<file path="src/rtl/regfile_mp_sb.sv">
// -----------------------------------------------------------------------------
// regfile_mp_sb
// Multi-port register file with two synchronous write ports, NUM_RD
// combinational read ports, optional write-to-read forwarding, optional
// hardwired-zero r0 and a per-register busy scoreboard for hazard detection.
//
// Ports
//   clk      in   1               rising-edge clock
//   rst_n    in   1               asynchronous active-low reset (clears all state)
//   ra       in   NUM_RD*ADDR_W   read addresses, port i = ra[i*ADDR_W +: ADDR_W]
//   rd       out  NUM_RD*DATA_W   read data, port i = rd[i*DATA_W +: DATA_W]
//   rd_busy  out  NUM_RD          register on read port i has an outstanding write
//   we0      in   1               write port 0 enable
//   wa0      in   ADDR_W          write port 0 address
//   wd0      in   DATA_W          write port 0 data
//   we1      in   1               write port 1 enable (wins over port 0)
//   wa1      in   ADDR_W          write port 1 address
//   wd1      in   DATA_W          write port 1 data
//   iss_v    in   1               issue strobe, marks iss_a busy
//   iss_a    in   ADDR_W          destination register being issued
// -----------------------------------------------------------------------------
module regfile_mp_sb #(
    parameter int DATA_W   = 32,
    parameter int ADDR_W   = 5,
    parameter int NUM_RD   = 2,
    parameter int BYPASS   = 1,
    parameter int ZERO_REG = 1
) (
    input  logic                       clk,
    input  logic                       rst_n,
    input  logic [NUM_RD*ADDR_W-1:0]   ra,
    output logic [NUM_RD*DATA_W-1:0]   rd,
    output logic [NUM_RD-1:0]          rd_busy,
    input  logic                       we0,
    input  logic [ADDR_W-1:0]          wa0,
    input  logic [DATA_W-1:0]          wd0,
    input  logic                       we1,
    input  logic [ADDR_W-1:0]          wa1,
    input  logic [DATA_W-1:0]          wd1,
    input  logic                       iss_v,
    input  logic [ADDR_W-1:0]          iss_a
);

    localparam int DEPTH   = 1 << ADDR_W;
    localparam bit LP_BYP  = (BYPASS != 0);
    localparam bit LP_ZERO = (ZERO_REG != 0);

    logic [DATA_W-1:0] r_mem [DEPTH];
    logic [DEPTH-1:0]  r_busy;
    logic [DEPTH-1:0]  w_busy_nxt;
    logic              w_wen0;
    logic              w_wen1;

    // Writes to r0 are discarded entirely when it is hardwired to zero.
    assign w_wen0 = we0 && !(LP_ZERO && (wa0 == '0));
    assign w_wen1 = we1 && !(LP_ZERO && (wa1 == '0));

    // Scoreboard next state: a new issue beats a same-cycle writeback, since
    // the freshly issued producer is the one the consumers must wait for.
    always_comb begin
        w_busy_nxt = r_busy;
        for (int n = 0; n < DEPTH; n++) begin
            if (iss_v && (iss_a == ADDR_W'(n))) begin
                w_busy_nxt[n] = 1'b1;
            end else if ((we0 && (wa0 == ADDR_W'(n))) ||
                         (we1 && (wa1 == ADDR_W'(n)))) begin
                w_busy_nxt[n] = 1'b0;
            end
        end
        if (LP_ZERO) begin
            w_busy_nxt[0] = 1'b0;
        end
    end

    // Port 1 is assigned last so it wins an address collision with port 0.
    always_ff @(posedge clk or negedge rst_n) begin
        if (!rst_n) begin
            for (int i = 0; i < DEPTH; i++) begin
                r_mem[i] <= '0;
            end
            r_busy <= '0;
        end else begin
            if (w_wen0) begin
                r_mem[wa0] <= wd0;
            end
            if (w_wen1) begin
                r_mem[wa1] <= wd1;
            end
            r_busy <= w_busy_nxt;
        end
    end

    for (genvar g = 0; g < NUM_RD; g++) begin : g_rd
        logic [ADDR_W-1:0] w_a;
        logic              w_hit0;
        logic              w_hit1;
        logic [DATA_W-1:0] w_data;

        assign w_a = ra[g*ADDR_W +: ADDR_W];

        // Forwarding is suppressed in reset so reads return zero there even
        // if a write port is being driven.
        assign w_hit0 = rst_n && we0 && (wa0 == w_a);
        assign w_hit1 = rst_n && we1 && (wa1 == w_a);

        always_comb begin
            w_data = r_mem[w_a];
            if (LP_BYP && w_hit1) begin
                w_data = wd1;
            end else if (LP_BYP && w_hit0) begin
                w_data = wd0;
            end
            if (LP_ZERO && (w_a == '0)) begin
                w_data = '0;
            end
        end

        assign rd[g*DATA_W +: DATA_W] = w_data;

        // With forwarding, the value on rd is already the produced result, so
        // the consumer need not stall even though the busy bit is still set.
        assign rd_busy[g] = r_busy[w_a] && !(LP_BYP && (w_hit0 || w_hit1));
    end

endmodule

</file>
<file path="config.mk">
export PLATFORM = sky130hd
export DESIGN_NAME = regfile_mp_sb
export DESIGN_NICKNAME = d
export VERILOG_FILES = /design/src/rtl/regfile_mp_sb.sv
export SDC_FILE = /design/constraint.sdc
export NUM_CORES = 2
export LEC_CHECK = 0
export CORE_ASPECT_RATIO = 0.6
export CORE_MARGIN = 4
export CORE_UTILIZATION = 56
export CTS_CLUSTER_SIZE = 25
export DETAILED_ROUTE_END_ITERATION = 10
export PLACE_DENSITY_LB_ADDON = 0.15
export SLEW_MARGIN = 20
export SYNTH_ARGS = -nofsm -noshare
export SYNTH_HDL_FRONTEND = slang
export SYNTH_SLANG_ARGS = --single-unit
</file>
<file path="constraint.sdc">
create_clock -name clk -period 7.3 [get_ports clk]
set_input_delay 1.825 -clock clk [delete_from_list [all_inputs] [get_ports clk]]
set_output_delay 1.825 -clock clk [all_outputs]
set_load 0.02 [all_outputs]
</file>
==> flow_summary.json <==
{
  "status": "complete, no violations",
  "finalWirelength_um": 285500,
  "syn-cell-area_sq_mm": 0.06625,
  "p_leak_nw": 31.69,
  "met2_usage": 0.5861,
  "synth_top_family_by_area": "multiplexers",
  "synth-seq-area-share": 0.3985,
  "hold_viol": 0,
  "synth_flop_cell": "dfrtp_1",
  "layout-drive-gt1-share": 0.1693,
  "cp_common_cell": "clkdlybuf4s50_1",
  "grt_max_degree": 168,
  "tightest_slew_ps": 1306,
  "cts_buffers": 102,
  "die_area_sq_mm": 0.1241,
  "power_density_mw_per_mm2": 269.4,
  "antenna_found_initial": 21,
  "area.growth.synth_to_final_pct": 9.877,
  "start_util": 0.5657,
  "timing.fmax_ghz": 0.1404,
  "arrival_ps": 5300,
  "register_area_sq_mm": 0.02640,
  "wl_per_cell_um": 36.82,
  "synthMuxAreaShare": 0.3339,
  "period_minus_slack_ps": 7121,
  "coreArea_sq_mm": 0.1171,
  "numPortBuffers": 159,
  "synth_area_leaders": "dfrtp_1, mux2i_1, mux4_2",
  "io_pins": 160,
  "rsz0062_at_grt": "false",
  "finalPower_w": 0.01961,
  "grt_pass1_wl_um": 401900,
  "grt_overflow": 0,
  "cts_buffer_depth": 3,
  "fin_tns_setup_ps": 0,
  "synth.net_count": 6441,
  "clkSlewWorstSetupHoldPaths_ps": 70,
  "syn_inst": 6347,
  "crit_buf_inv": 4,
  "crit_chain": "clkdlybuf4s50_1, buf_4, xor2_1, nor4_1, nand2_1, nand3_2, buf_12, nor3_1, a211o_1, clkdlybuf4s50_1",
  "nFillCells": 9360,
  "cts_resized": 0,
  "clkLatencyLatePin_ps": 730,
  "finish.utilization": 0.6216,
  "ir_drop_uv": 249.0,
  "synth_edf_count": 0,
  "yosys.area_share.xor_xnor": 0.002644,
  "multi_input_area_sq_mm": 0.03669,
  "syn_area_per_cell_sq_um": 10.44,
  "final_antenna_net_count": 0,
  "synth-simple-area-share": 0.08551,
  "maxSlewViolCount": 0,
  "gp_congestion": 0.9673,
  "slowest_delay_ps": 660,
  "cts_tree": "yes",
  "cts-htree-levels": 3,
  "path_class": "primary input to output pin",
  "cpLargestDelayFamily": "buffers and inverters",
  "worstPathRequired_ps": 5480,
  "clock-sinks": 1055,
  "dp_hpwl_um": 172200,
  "busiest_layer": "met1",
  "viasPerCell": 7.387,
  "async_reset_ff_frac": 1.000,
  "hold_buffers": 0,
  "hold_path.class": "flip-flop to flip-flop",
  "synth_top_area_frac": 0.3985,
  "grt_pass1_vias": 53208,
  "ys_types": 64,
  "post-route-period-util": 0.9754,
  "synth_fa_ha_area_frac": 0,
  "nets": 6178,
  "die_w_um": 452.1,
  "setup_viol": 0,
  "num_rows": 97,
  "start_kind": "primary input",
  "skew_ps": 0,
  "die_y_um": 274.4,
  "yosysTopAreaCell": "dfrtp_1",
  "slowest_stage": "clkdlybuf4s50_1",
  "crit_path_end_kind": "output pin",
  "synth-seq-cells": 1055,
  "synth-compound-area-share": 0.1242,
  "drv_cap": 0,
  "yosysWarnings": 0,
  "slew_headroom": 0.1246,
  "r2r_setup_slack_ps": 6300,
  "cp_max_fo": 13,
  "grtUsageTotal": 0.4533,
  "drtIter0Drc": 10574,
  "drc": 0,
  "grt_use_met1": 0.6167,
  "cts_root_buf": "clkbuf_16",
  "dr.pass1.iters": 9,
  "vias": 57271,
  "grt_use_met3": 0.2344,
  "post_cts_buffers": 0
}
==> logic make-up after synthesis <==
| kind of cell | Yosys count |
|---|---|
| flip-flops | 1055 |
| multiplexers | 1643 |
| XOR/XNOR | 20 |
| AO/OA/AOI/OAI | 1433 |
| buffers and inverters | 833 |
| AND/OR/NAND/NOR | 1363 |
==> stage by stage <==
| stage | instances | instance area [sq um] | hold slack (ps) | worst slack [ps] |
|---|---|---|---|---|
| 2_1_floorplan | 6347 | 66250 | 441.3 | 1773 |
| 3_3_place_gp | 7560 | 69250 | 377.0 | 367.8 |
| 3_5_place_dp | 7563 | 69340 | 382.1 | 296.8 |
| 4_1_cts | 7742 | 72720 | 398.2 | 283.7 |
| 5_1_grt | 7749 | 72790 | 414.2 | 174.9 |
| 6_report | 7753 | 72800 | 398.1 | 179.3 |
==> placed cells by master (no fill, tap or decap), types with 23 or more instances in the layout <==
master	count
nor3_1	62
clkbuf_16	103
buf_4	274
buf_12	32
nor2_1	538
o22ai_1	143
clkdlybuf4s50_1	135
mux4_2	446
mux2i_1	1167
a21oi_1	549
mux2_2	26
clkbuf_8	29
o221ai_1	38
a211o_1	23
o21ai_0	480
nand2_1	566
a22oi_1	46
nand2_4	25
a22o_1	43
dfrtp_1	1055
==> metal layers <==
metal | up-vias | share of wire
met5 | - | 0.00073
met4 | 12 | 0.062
met3 | 1060 | 0.18
met2 | 5351 | 0.38
met1 | 28190 | 0.37
li1 | 22658 | -
==> synth_stat cells (11+ instances only) <==
master / count
mux2i_1: 1167
dfrtp_1: 1055
nand2_1: 594
nor2_1: 551
a21oi_1: 549
clkbuf_1: 503
o21ai_0: 480
mux4_2: 446
buf_2: 184
o22ai_1: 143
nor3_1: 65
buf_1: 57
buf_4: 53
a22oi_1: 46
a22o_1: 43
o221ai_1: 38
mux2_2: 26
nor4_1: 24
a211o_1: 23
o21ai_1: 22
nand2b_1: 21
nor2b_1: 18
a221o_1: 17
nand4_1: 16
a32o_1: 15
a221oi_1: 14
clkbuf_2: 13
xor2_1: 13
buf_6: 12
nand3_1: 12
inv_1: 11
o32ai_1: 11
==> state kept, by name (all words and copies together), names as in the netlist <==
name and flops:
r_busy 31, r_mem 1024
==> power breakdown <==
part           total [W]  switching (W)  internal (W)
logic            0.00530        0.00260       0.00270
clock network    0.00561        0.00249       0.00312
registers        0.00870        0.00135       0.00735
total             0.0196        0.00644        0.0132
==> path summary, 6_finish.rpt <==
kind / startpoint / end / cells after the start
worst max-delay path: wa0[3] / rd[63] / 10
worst min-delay path: r_mem[1017] / r_mem[1017] / 0
worst max register to register: r_mem[827] / r_mem[827] / 3
worst min register to register: r_mem[1017] / r_mem[1017] / 0
max in group asynchronous: rst_n / r_mem[363] / 5
min in group asynchronous: rst_n / r_mem[955] / 1
==> cell type report <==
cell class,instances,area share
clock buffers,149,0.04177
repair buffers,455,0.05876
inverters,11,0.0005672
clock inverters,30,0.004675
flip-flops and latches,1055,0.3627
multi-input cells,4459,0.5040
diodes,10,0.0003438
well taps,1584,0.02723
Power figures use the tool's default switching activity.
